`src/rtl/bcd_pkg.sv`:
```
// Shared definitions for the BCD sequence controller: command codes, FSM states,
// digit constants and a nibble validity helper.
package bcd_pkg;

  localparam int          NIB_W     = 4;
  localparam logic [3:0]  MAX_DIGIT = 4'd9;

  typedef enum logic [2:0] {
    OP_NOP   = 3'd0,
    OP_CLEAR = 3'd1,
    OP_LOAD  = 3'd2,
    OP_INC   = 3'd3,
    OP_DEC   = 3'd4,
    OP_RUN   = 3'd5,
    OP_STOP  = 3'd6,
    OP_RSV   = 3'd7
  } cmd_op_e;

  typedef enum logic {
    ST_IDLE = 1'b0,
    ST_RUN  = 1'b1
  } state_e;

  function automatic logic nibble_ok(input logic [NIB_W-1:0] n);
    return n <= MAX_DIGIT;
  endfunction

endpackage

```
`src/rtl/bcd_digit.sv`:
```
// One decade (0-9) digit. Carry/borrow in/out are combinational so a chain of
// these forms a ripple BCD up/down counter. Priority: clear, load, inc, dec.
module bcd_digit
  import bcd_pkg::*;
(
  input  logic             clk,
  input  logic             rst_n,
  input  logic             clr,
  input  logic             load,
  input  logic [NIB_W-1:0] load_val,
  input  logic             inc_in,
  input  logic             dec_in,
  output logic [NIB_W-1:0] digit,
  output logic             inc_out,
  output logic             dec_out
);

  logic [NIB_W-1:0] digit_q, digit_d;

  always_comb begin
    digit_d = digit_q;
    if (clr) begin
      digit_d = '0;
    end else if (load) begin
      digit_d = load_val;
    end else if (inc_in) begin
      digit_d = (digit_q == MAX_DIGIT) ? '0 : digit_q + 4'd1;
    end else if (dec_in) begin
      digit_d = (digit_q == '0) ? MAX_DIGIT : digit_q - 4'd1;
    end
  end

  always_ff @(posedge clk or negedge rst_n) begin
    if (!rst_n) digit_q <= '0;
    else        digit_q <= digit_d;
  end

  assign digit   = digit_q;
  assign inc_out = inc_in && (digit_q == MAX_DIGIT);
  assign dec_out = dec_in && (digit_q == '0);

endmodule

```
`src/rtl/bcd_seq_ctrl.sv`:
```
// Command-driven multi-digit BCD counter: command decode, IDLE/RUN FSM,
// run-mode prescaler, load validity check and one-cycle status pulses.
module bcd_seq_ctrl
  import bcd_pkg::*;
#(
  parameter int DIGITS   = 4,
  parameter int PRESCALE = 4
) (
  input  logic                  clk,
  input  logic                  rst_n,
  input  logic                  cmd_valid,
  output logic                  cmd_ready,
  input  logic [2:0]            cmd_op,
  input  logic [4*DIGITS-1:0]   cmd_data,
  output logic [4*DIGITS-1:0]   bcd_out,
  output logic                  running,
  output logic                  done,
  output logic                  wrap,
  output logic                  err
);

  localparam int             PW         = (PRESCALE > 1) ? $clog2(PRESCALE) : 1;
  localparam logic [PW-1:0]  PRESC_LAST = PW'(PRESCALE - 1);

  state_e         state_q, state_d;
  logic [PW-1:0]  presc_q, presc_d;
  logic           done_q, done_d;
  logic           wrap_q, wrap_d;
  logic           err_q, err_d;

  logic           clr, load, inc, dec, tick, load_ok;
  logic [DIGITS-1:0] nib_bad;
  logic [DIGITS:0]   inc_c, dec_c;
  cmd_op_e        op;

  assign op = cmd_op_e'(cmd_op);

  genvar gi;
  generate
    for (gi = 0; gi < DIGITS; gi++) begin : g_digit
      assign nib_bad[gi] = !nibble_ok(cmd_data[gi*NIB_W +: NIB_W]);

      bcd_digit u_digit (
        .clk      (clk),
        .rst_n    (rst_n),
        .clr      (clr),
        .load     (load),
        .load_val (cmd_data[gi*NIB_W +: NIB_W]),
        .inc_in   (inc_c[gi]),
        .dec_in   (dec_c[gi]),
        .digit    (bcd_out[gi*NIB_W +: NIB_W]),
        .inc_out  (inc_c[gi+1]),
        .dec_out  (dec_c[gi+1])
      );
    end
  endgenerate

  assign load_ok  = ~|nib_bad;
  assign inc_c[0] = inc;
  assign dec_c[0] = dec;

  always_comb begin
    state_d = state_q;
    presc_d = presc_q;
    clr     = 1'b0;
    load    = 1'b0;
    inc     = 1'b0;
    dec     = 1'b0;
    tick    = 1'b0;
    done_d  = 1'b0;
    err_d   = 1'b0;
    case (state_q)
      ST_IDLE: begin
        if (cmd_valid) begin
          case (op)
            OP_NOP, OP_STOP: done_d = 1'b1;
            OP_CLEAR: begin clr = 1'b1; done_d = 1'b1; end
            OP_LOAD: begin
              load   = load_ok;
              done_d = load_ok;
              err_d  = !load_ok;
            end
            OP_INC: begin inc = 1'b1; done_d = 1'b1; end
            OP_DEC: begin dec = 1'b1; done_d = 1'b1; end
            OP_RUN: begin
              state_d = ST_RUN;
              presc_d = '0;
              done_d  = 1'b1;
            end
            default: err_d = 1'b1;
          endcase
        end
      end
      ST_RUN: begin
        tick    = (presc_q == PRESC_LAST);
        presc_d = tick ? '0 : presc_q + PW'(1);
        inc     = tick;
        if (cmd_valid) begin
          case (op)
            OP_NOP: done_d = 1'b1;
            // A coincident tick still lands; the FSM leaves RUN afterwards.
            OP_STOP: begin state_d = ST_IDLE; done_d = 1'b1; end
            OP_CLEAR: begin
              clr     = 1'b1;
              inc     = 1'b0;
              presc_d = '0;
              done_d  = 1'b1;
            end
            default: err_d = 1'b1;
          endcase
        end
      end
      default: state_d = ST_IDLE;
    endcase
    wrap_d = inc_c[DIGITS] | dec_c[DIGITS];
  end

  always_ff @(posedge clk or negedge rst_n) begin
    if (!rst_n) begin
      state_q <= ST_IDLE;
      presc_q <= '0;
      done_q  <= 1'b0;
      wrap_q  <= 1'b0;
      err_q   <= 1'b0;
    end else begin
      state_q <= state_d;
      presc_q <= presc_d;
      done_q  <= done_d;
      wrap_q  <= wrap_d;
      err_q   <= err_d;
    end
  end

  assign cmd_ready = 1'b1;
  assign running   = (state_q == ST_RUN);
  assign done      = done_q;
  assign wrap      = wrap_q;
  assign err       = err_q;

endmodule
```
`config.mk`:
```
export PLATFORM = sky130hd
export DESIGN_NAME = bcd_seq_ctrl
export DESIGN_NICKNAME = d
export VERILOG_FILES = /design/src/rtl/bcd_pkg.sv /design/src/rtl/bcd_digit.sv /design/src/rtl/bcd_seq_ctrl.sv
export SDC_FILE = /design/constraint.sdc
export NUM_CORES = 1
export LEC_CHECK = 0
export BUFFER_PORTS_ARGS = -buffer_cell sky130_fd_sc_hd__buf_4
export CORE_MARGIN = 1
export CORE_UTILIZATION = 40
export DETAILED_ROUTE_END_ITERATION = 10
export REMOVE_ABC_BUFFERS = 1
export SLEW_MARGIN = 20
export SYNTH_ARGS = -nofsm -noshare
export SYNTH_HDL_FRONTEND = slang
export SYNTH_SLANG_ARGS = --single-unit
```
`constraint.sdc`:
```
create_clock -name clk -period 4.7 [get_ports clk]
set_clock_uncertainty 0.15 [all_clocks]
set_input_delay 1.41 -clock clk [delete_from_list [all_inputs] [get_ports clk]]
set_output_delay 1.41 -clock clk [all_outputs]
set_load 0.05 [all_outputs]
```
==> results of run 1 <==
metal layers:
metal / routed length [microns] / track usage (%)
met1: 2930 / 33.1
met2: 2570 / 33.9
met3: 214 / 2.54
met4: 59 / 4.94
met5: 0 / 0
final cells by class:
| type | instances | area (sq um) | area share (%) |
|---|---|---|---|
| inverter | 18 | 67.6 | 2.65 |
| sequential | 22 | 551 | 21.6 |
| timing repair buffer | 43 | 323 | 12.7 |
| tap | 70 | 87.6 | 3.43 |
| clock inverter | 1 | 30.0 | 1.18 |
| multi-input combinational | 218 | 1450 | 56.9 |
| clock buffer | 3 | 41.3 | 1.62 |
cells by family (layout without fill, tap and decap cells):
group / after synthesis / in the layout / share of synthesized area (%)
and+or+nand+nor: 114 / 114 / 29.7
other: 1 / 1 / 0.175
buffers and inverters: 31 / 65 / 6.54
muxes: 5 / 5 / 3.56
AOI/OAI and AO/OA: 80 / 80 / 24.4
adders and majority gates: 15 / 15 / 8.76
xor gates and xnor gates: 3 / 3 / 1.23
DFF: 22 / 22 / 25.7
report_power, final:
part / leakage, nW / internal, W / switching, W
clock network: 0.0357 / 0.000114 / 0.0000686
registers: 0.288 / 0.000247 / 0.000123
logic: 0.770 / 0.000312 / 0.000483
total: 1.09 / 0.000673 / 0.000674
stage by stage:
step	hold WS [ns]	total power [W]	instances	setup WS [ns]	instance area [sq um]
3_5_place_dp	0.342	0.00116	371	1.08	2480
5_1_grt	0.378	0.00146	375	1.29	2550
2_1_floorplan	0.313	0.000937	258	1.57	2070
6_report	0.350	0.00135	375	1.37	2550
4_1_cts	0.355	0.00134	375	1.39	2550
3_3_place_gp	0.338	0.00116	371	1.15	2480
flip-flops by register name (all words and copies together) (netlist names):
name	flops
g_digit.u_digit.digit	16
presc_q	2
done	1
err	1
running	1
wrap	1
cell usage in the layout, fill, tap and decap left out, types with 3 or more instances in the layout:
cell type | netlist | routed
inv_1 | 18 | 18
nand4_1 | 5 | 5
nand3b_1 | 4 | 4
nand3_1 | 10 | 10
or3_1 | 4 | 4
and3_1 | 3 | 3
a22o_1 | 3 | 3
nor2_1 | 27 | 27
nor3_1 | 6 | 6
xnor2_1 | 3 | 3
nand2b_1 | 4 | 4
a31oi_1 | 9 | 9
a22oi_1 | 4 | 4
ha_1 | 15 | 15
nand2_1 | 29 | 29
o211ai_1 | 3 | 3
dfrtp_1 | 22 | 22
a21oi_1 | 18 | 18
o31ai_1 | 3 | 3
clkbuf_8 | 0 | 3
buf_4 | 3 | 43
o21a_1 | 3 | 3
nor3b_1 | 4 | 4
and2_1 | 3 | 3
o21ai_0 | 19 | 19
worst min-delay path by stage:
stage | start | endpoint | depth (start not counted)
CTS | presc_q[0]$_DFFE_PN0P_ | presc_q[0]$_DFFE_PN0P_ | 1
detailed placement | presc_q[0]$_DFFE_PN0P_ | presc_q[0]$_DFFE_PN0P_ | 1
global route | presc_q[0]$_DFFE_PN0P_ | presc_q[0]$_DFFE_PN0P_ | 1
floorplan | presc_q[0]$_DFFE_PN0P_ | presc_q[0]$_DFFE_PN0P_ | 1
global placement | presc_q[0]$_DFFE_PN0P_ | presc_q[0]$_DFFE_PN0P_ | 1
finish | presc_q[0]$_DFFE_PN0P_ | presc_q[0]$_DFFE_PN0P_ | 1
==> impl_metrics.env, run 1 <==
export IMPL_final_setup_tns_ns=0
export IMPL_ys_dominant_reg_cell="dfrtp_1"
export IMPL_diode_insertion_count_for_antenna_repair=0
export IMPL_timing_critical_path_to="g_digit[2].u_digit.digit[1]$_DFFE_PN0P_"
export IMPL_synthCells=271
export IMPL_finalSetupViolCount=0
export IMPL_cp_required_ns=4.70
export IMPL_die_area_sq_um=5650
export IMPL_layout_drive_gt1_share_pct=19.0
export IMPL_grt_overflow_total=0
export IMPL_yosys_cell_count_top_type="nand2_1"
export IMPL_worst_path_arrival_ns=3.33
export IMPL_number_of_buffer_cells_added_on_primary_ports=41
export IMPL_crit_fanout=15
export IMPL_core_utilization_of_the_finished_layout_pct=49.6
export IMPL_io_pins=43
export IMPL_finalHoldViolCount=0
export IMPL_ys_warnings_count=0
export IMPL_synth_cells_most_frequent="nand2_1 (29), nor2_1 (27), dfrtp_1 (22), o21ai_0 (19)"
export IMPL_cp_slowest_cell="or4_1"
export IMPL_hold_path_class="reg2reg"
export IMPL_clock_tree_from_tritoncts="yes"
export IMPL_grt_start_max_net_pins=23
export IMPL_slew_limit_headroom_pct=55.7
export IMPL_dr_total_vias=2085
export IMPL_core_rowCount=26
export IMPL_worst_r2r_setup_slack_ns=2.17
export IMPL_die_x_microns=75.2
export IMPL_nFillCells=553
export IMPL_max_cap_violations=0
export IMPL_category_of_the_most_critical_setup_path="in2reg"
export IMPL_fp_coreArea_sq_um=5140
export IMPL_first_pass_grt_wire_length_mm=9.48
export IMPL_cts_hold_buffers_added=0
export IMPL_clock_pin_transition_on_the_worst_setup_and_hold_timing_paths_ns=0.09
export IMPL_sequential_cell_area_fraction_in_the_yosys_report_pct=25.7
export IMPL_irDropWorstVdd_v=0.000382
export IMPL_outcome="finished, final reports clean"
export IMPL_period_share_pct=70.9
export IMPL_clock_net_sink_count=22
export IMPL_cts_inserted_buffers=3
export IMPL_initialDrtViolationCount=101
export IMPL_worstSkewPairLatency_ns=0.27
export IMPL_cell_taking_the_most_area_after_synthesis="dfrtp_1"
export IMPL_post_dp_hpwl_mm=4.26
export IMPL_slew_at_the_pin_with_the_worst_max_slew_slack_ns=0.663
export IMPL_die_y_microns=75.2
export IMPL_cts_resized=0
export IMPL_flow_area_growth_from_synthesis_pct=19.1
export IMPL_ys_async_sr_fraction_pct=100
export IMPL_gr_usage_all_layers_pct=22.1
export IMPL_period_minus_slack_ns=3.33
export IMPL_leakagePower_nw=1.09
export IMPL_number_of_enable_flip_flop_cells_after_synthesis=0
export IMPL_path_buf_inv=1
export IMPL_critPathCaptureType="register"
export IMPL_fmax_mhz=300
export IMPL_critical_path_cell_count=7
export IMPL_routed_wirelength_mm=5.78
export IMPL_gp_congestion=0.869
export IMPL_timing_max_transition_violations_final=0
export IMPL_rr_endpoint="g_digit[1].u_digit.digit[2]$_DFFE_PN0P_"
export IMPL_rsz0062_at_grt="false"
export IMPL_drt_first_pass_iters=4
export IMPL_postSynthAreaPerCell_sq_um=7.90
export IMPL_yosys_top_cells_area="dfrtp_1 (26%), ha_1 (8.8%), nand2_1 (5.1%)"
export IMPL_number_of_synthesized_register_bits=22
export IMPL_clockRootBuffer="clkbuf_8"
export IMPL_detail_route_wl_per_cell_microns=15.4
export IMPL_reg2reg_from="running$_DFF_PN0_"
export IMPL_cts_h_tree_lvls=1
export IMPL_initial_utilization_pct=41.7
export IMPL_layout_nets=343
export IMPL_cp_common_cell="o21ai_0"
export IMPL_postRouteAntennaNets=0
export IMPL_synth_area_sq_um=2140
export IMPL_power_density_nw_per_um2=528
export IMPL_crit_path_start_kind="input port"
export IMPL_timing_critical_path_cells="buf_4, o21ai_0, nand4_1, or4_1, and3_1, a32oi_1, o21ai_0"
export IMPL_grt_pass1_vias=1879
export IMPL_worstSetupStartpoint="cmd_data[1]"
export IMPL_grt_antenna_before_repair=0
export IMPL_netlist_area_leader_share_pct=25.7
export IMPL_viasPerCell=5.56
export IMPL_critPathTopFamily="simple AND/OR/NAND/NOR gates"
export IMPL_synth_distinct_cells=59
export IMPL_remaining_drcs=0
export IMPL_rr_worst_depth=5
export IMPL_critical_path_max_stage_delay_ns=0.73
export IMPL_cts_max_path_buffers=2
export IMPL_cts_setup_buffers=0
Note: power is estimated with default switching activity, not from simulation.
==> run 2: changes to the inputs <==
==> constraint.sdc (replaced) <==
create_clock -name clk -period 2.7 [get_ports clk]
set_clock_uncertainty 0.15 [all_clocks]
set_input_delay 0.81 -clock clk [delete_from_list [all_inputs] [get_ports clk]]
set_output_delay 0.81 -clock clk [all_outputs]
set_load 0.05 [all_outputs]
==> run 2 against run 1 <==
  * Count of clock-buffer cells in the layout rose by 1
  * Final area rose by 2.6%
  * Sequential share of layout area fell by 0.55 points
  * Hold slack got worse by 0.084 ns
  * Sequential power rose by 68%
  * Non-clock buffer count rose by 11
  * Critical path depth did not move
  * Combinational power rose by 77%
  * Setup slack got worse by 1.1 ns
  * Die area did not move
  * Critical path type is now reg2reg
  * Critical endpoint is now g_digit[3].u_digit.digit[3]$_DFFE_PN0P_
  * Largest cell class unchanged
==> impl_metrics.env, run 2 (synthesized netlist as in run 1, its figures left out) <==
export IMPL_postRouteAntennaNets=0
export IMPL_rsz0062_at_grt="false"
export IMPL_gp_congestion=0.867
export IMPL_layout_drive_gt1_share_pct=21.8
export IMPL_timing_max_transition_violations_final=0
export IMPL_power_switching_w=0.00117
export IMPL_detail_route_wl_per_cell_microns=14.7
export IMPL_final_setup_tns_ns=0
export IMPL_layout_common_cells="buf_4 (54), nand2_1 (29), nor2_1 (27)"
export IMPL_initial_utilization_pct=41.7
export IMPL_layout_nets=354
export IMPL_cts_max_path_buffers=2
export IMPL_slew_limit_headroom_pct=64.7
export IMPL_leakagePower_nw=1.14
export IMPL_design_area_sq_um=2620
export IMPL_crit_fanout=7
export IMPL_grt_antenna_before_repair=0
export IMPL_clock_tree_from_tritoncts="yes"
export IMPL_place_area_sq_um=2560
export IMPL_power_density_nw_per_um2=873
export IMPL_max_cap_violations=0
export IMPL_routed_wirelength_mm=5.67
export IMPL_die_x_microns=75.2
export IMPL_clockRootBuffer="clkbuf_8"
export IMPL_first_pass_grt_wire_length_mm=9.32
export IMPL_grt_pass1_vias=1890
export IMPL_nFillCells=537
export IMPL_cts_setup_buffers=0
export IMPL_post_dp_hpwl_mm=4.34
export IMPL_number_of_buffer_cells_added_on_primary_ports=41
export IMPL_cts_resized=0
export IMPL_diode_insertion_count_for_antenna_repair=0
export IMPL_slew_at_the_pin_with_the_worst_max_slew_slack_ns=0.524
export IMPL_worst_path_arrival_ns=2.46
export IMPL_category_of_the_most_critical_setup_path="reg2reg"
export IMPL_multiInputGateArea_sq_um=1450
export IMPL_irDropWorstVdd_v=0.000519
export IMPL_internal_power_w=0.00112
export IMPL_fp_coreArea_sq_um=5140
export IMPL_period_share_pct=90.8
export IMPL_grt_overflow_total=0
export IMPL_io_pins=43
export IMPL_initialDrtViolationCount=168
export IMPL_outcome="finished, final reports clean"
export IMPL_layout_cells_most_common="buf_4"
export IMPL_flow_area_growth_from_synthesis_pct=22.2
export IMPL_flip_flop_and_latch_area_sq_um=551
export IMPL_dr_total_vias=2153
export IMPL_rr_worst_depth=7
export IMPL_remaining_drcs=0
export IMPL_cts_hold_buffers_added=0
export IMPL_finalHoldViolCount=0
export IMPL_seq_power_share_pct=27.3
export IMPL_fmax_mhz=408
export IMPL_period_minus_slack_ns=2.45
export IMPL_finalSetupViolCount=0
export IMPL_stdcell_count=386
export IMPL_cp_required_ns=2.71
export IMPL_critPathCaptureType="register"
export IMPL_clockPowerShare_pct=10.9
export IMPL_cts_h_tree_lvls=1
export IMPL_die_area_sq_um=5650
export IMPL_drt_first_pass_iters=4
export IMPL_gr_usage_all_layers_pct=21.9
export IMPL_largest_register_ff_count=16
export IMPL_die_y_microns=75.2
export IMPL_core_rowCount=26
export IMPL_logic_pwr_share_pct=61.8
export IMPL_worstSkewPairLatency_ns=0.27
export IMPL_clock_pin_transition_on_the_worst_setup_and_hold_timing_paths_ns=0.09
export IMPL_clock_net_sink_count=22
export IMPL_cts_inserted_buffers=3
export IMPL_grt_start_max_net_pins=23
export IMPL_dp_cells=382
export IMPL_crit_path_start_kind="register"
export IMPL_viasPerCell=5.58
export IMPL_power_share_switching_pct=51.1
export IMPL_hold_path_class="in2async"
-- run 2: changes by cell type in the layout (fill, tap and decap cells not counted) --
cell / before / now
buf_4: 43 / 54
bufinv_16: 1 / 0
clkbuf_8: 3 / 4
-- run 2: path summary, 6_finish.rpt --
check	end	slack (ns)	startpoint
setup reg to reg	g_digit[3].u_digit.digit[3]$_DFFE_PN0P_	0.25	g_digit[0].u_digit.digit[1]$_DFFE_PN0P_
hold reg to reg	presc_q[0]$_DFFE_PN0P_	0.35	presc_q[0]$_DFFE_PN0P_
setup / recovery	g_digit[3].u_digit.digit[3]$_DFFE_PN0P_	0.25	g_digit[0].u_digit.digit[1]$_DFFE_PN0P_
hold / removal	g_digit[0].u_digit.digit[1]$_DFFE_PN0P_	0.27	rst_n
max in group asynchronous	g_digit[2].u_digit.digit[3]$_DFFE_PN0P_	1.89	rst_n
min in group clk	presc_q[0]$_DFFE_PN0P_	0.35	presc_q[0]$_DFFE_PN0P_
-- run 2: per-stage QoR --
step	util (%)	total power [W]	hold WS, ns	setup WS (ns)
2_1_floorplan	-	0.00163	0.313	0.169
3_3_place_gp	49.9	0.00202	0.333	0.0308
3_5_place_dp	49.9	0.00203	0.337	0.0311
4_1_cts	50.9	0.00229	0.276	0.237
5_1_grt	50.9	0.00247	0.291	0.0673
6_report	50.9	0.00229	0.266	0.248
-- run 2: area by class of cell --
cell class	count	area share [%]
multi-input cells	218	55.4
flip-flops and latches	22	21.0
repair buffers	54	15.5
well taps	70	3.35
inverters	18	2.58
clock buffers	4	2.10
-- run 2: critical path, cell delays in order (launching register included) --
cell and delay [ns]:
dfrtp_1 0.44, inv_1 0.14, ha_1 0.22, and3b_1 0.21, nand3_1 0.22, nor4b_4 0.50, nor4_2 0.15, a221o_1 0.31
-- run 2: routing by layer --
metal | routed length, microns | vias up | track usage [%]
met5 | 0 | - | 0
met3 | 289 | 10 | 2.01
li1 | - | 1077 | -
met2 | 2590 | 65 | 33.8
met4 | 119 | 0 | 7.41
met1 | 2670 | 1001 | 32.0
-- run 2: power groups by stage --
stage	Sequential [W]	Combinational, W	Clock [W]
final	0.000623	0.00141	0.000249
after global routing	0.000646	0.00156	0.000272
after CTS	0.000622	0.00141	0.000254
after detailed placement	0.000627	0.00140	0
after global placement	0.000627	0.00140	0
after floorplan	0.000908	0.000723	0
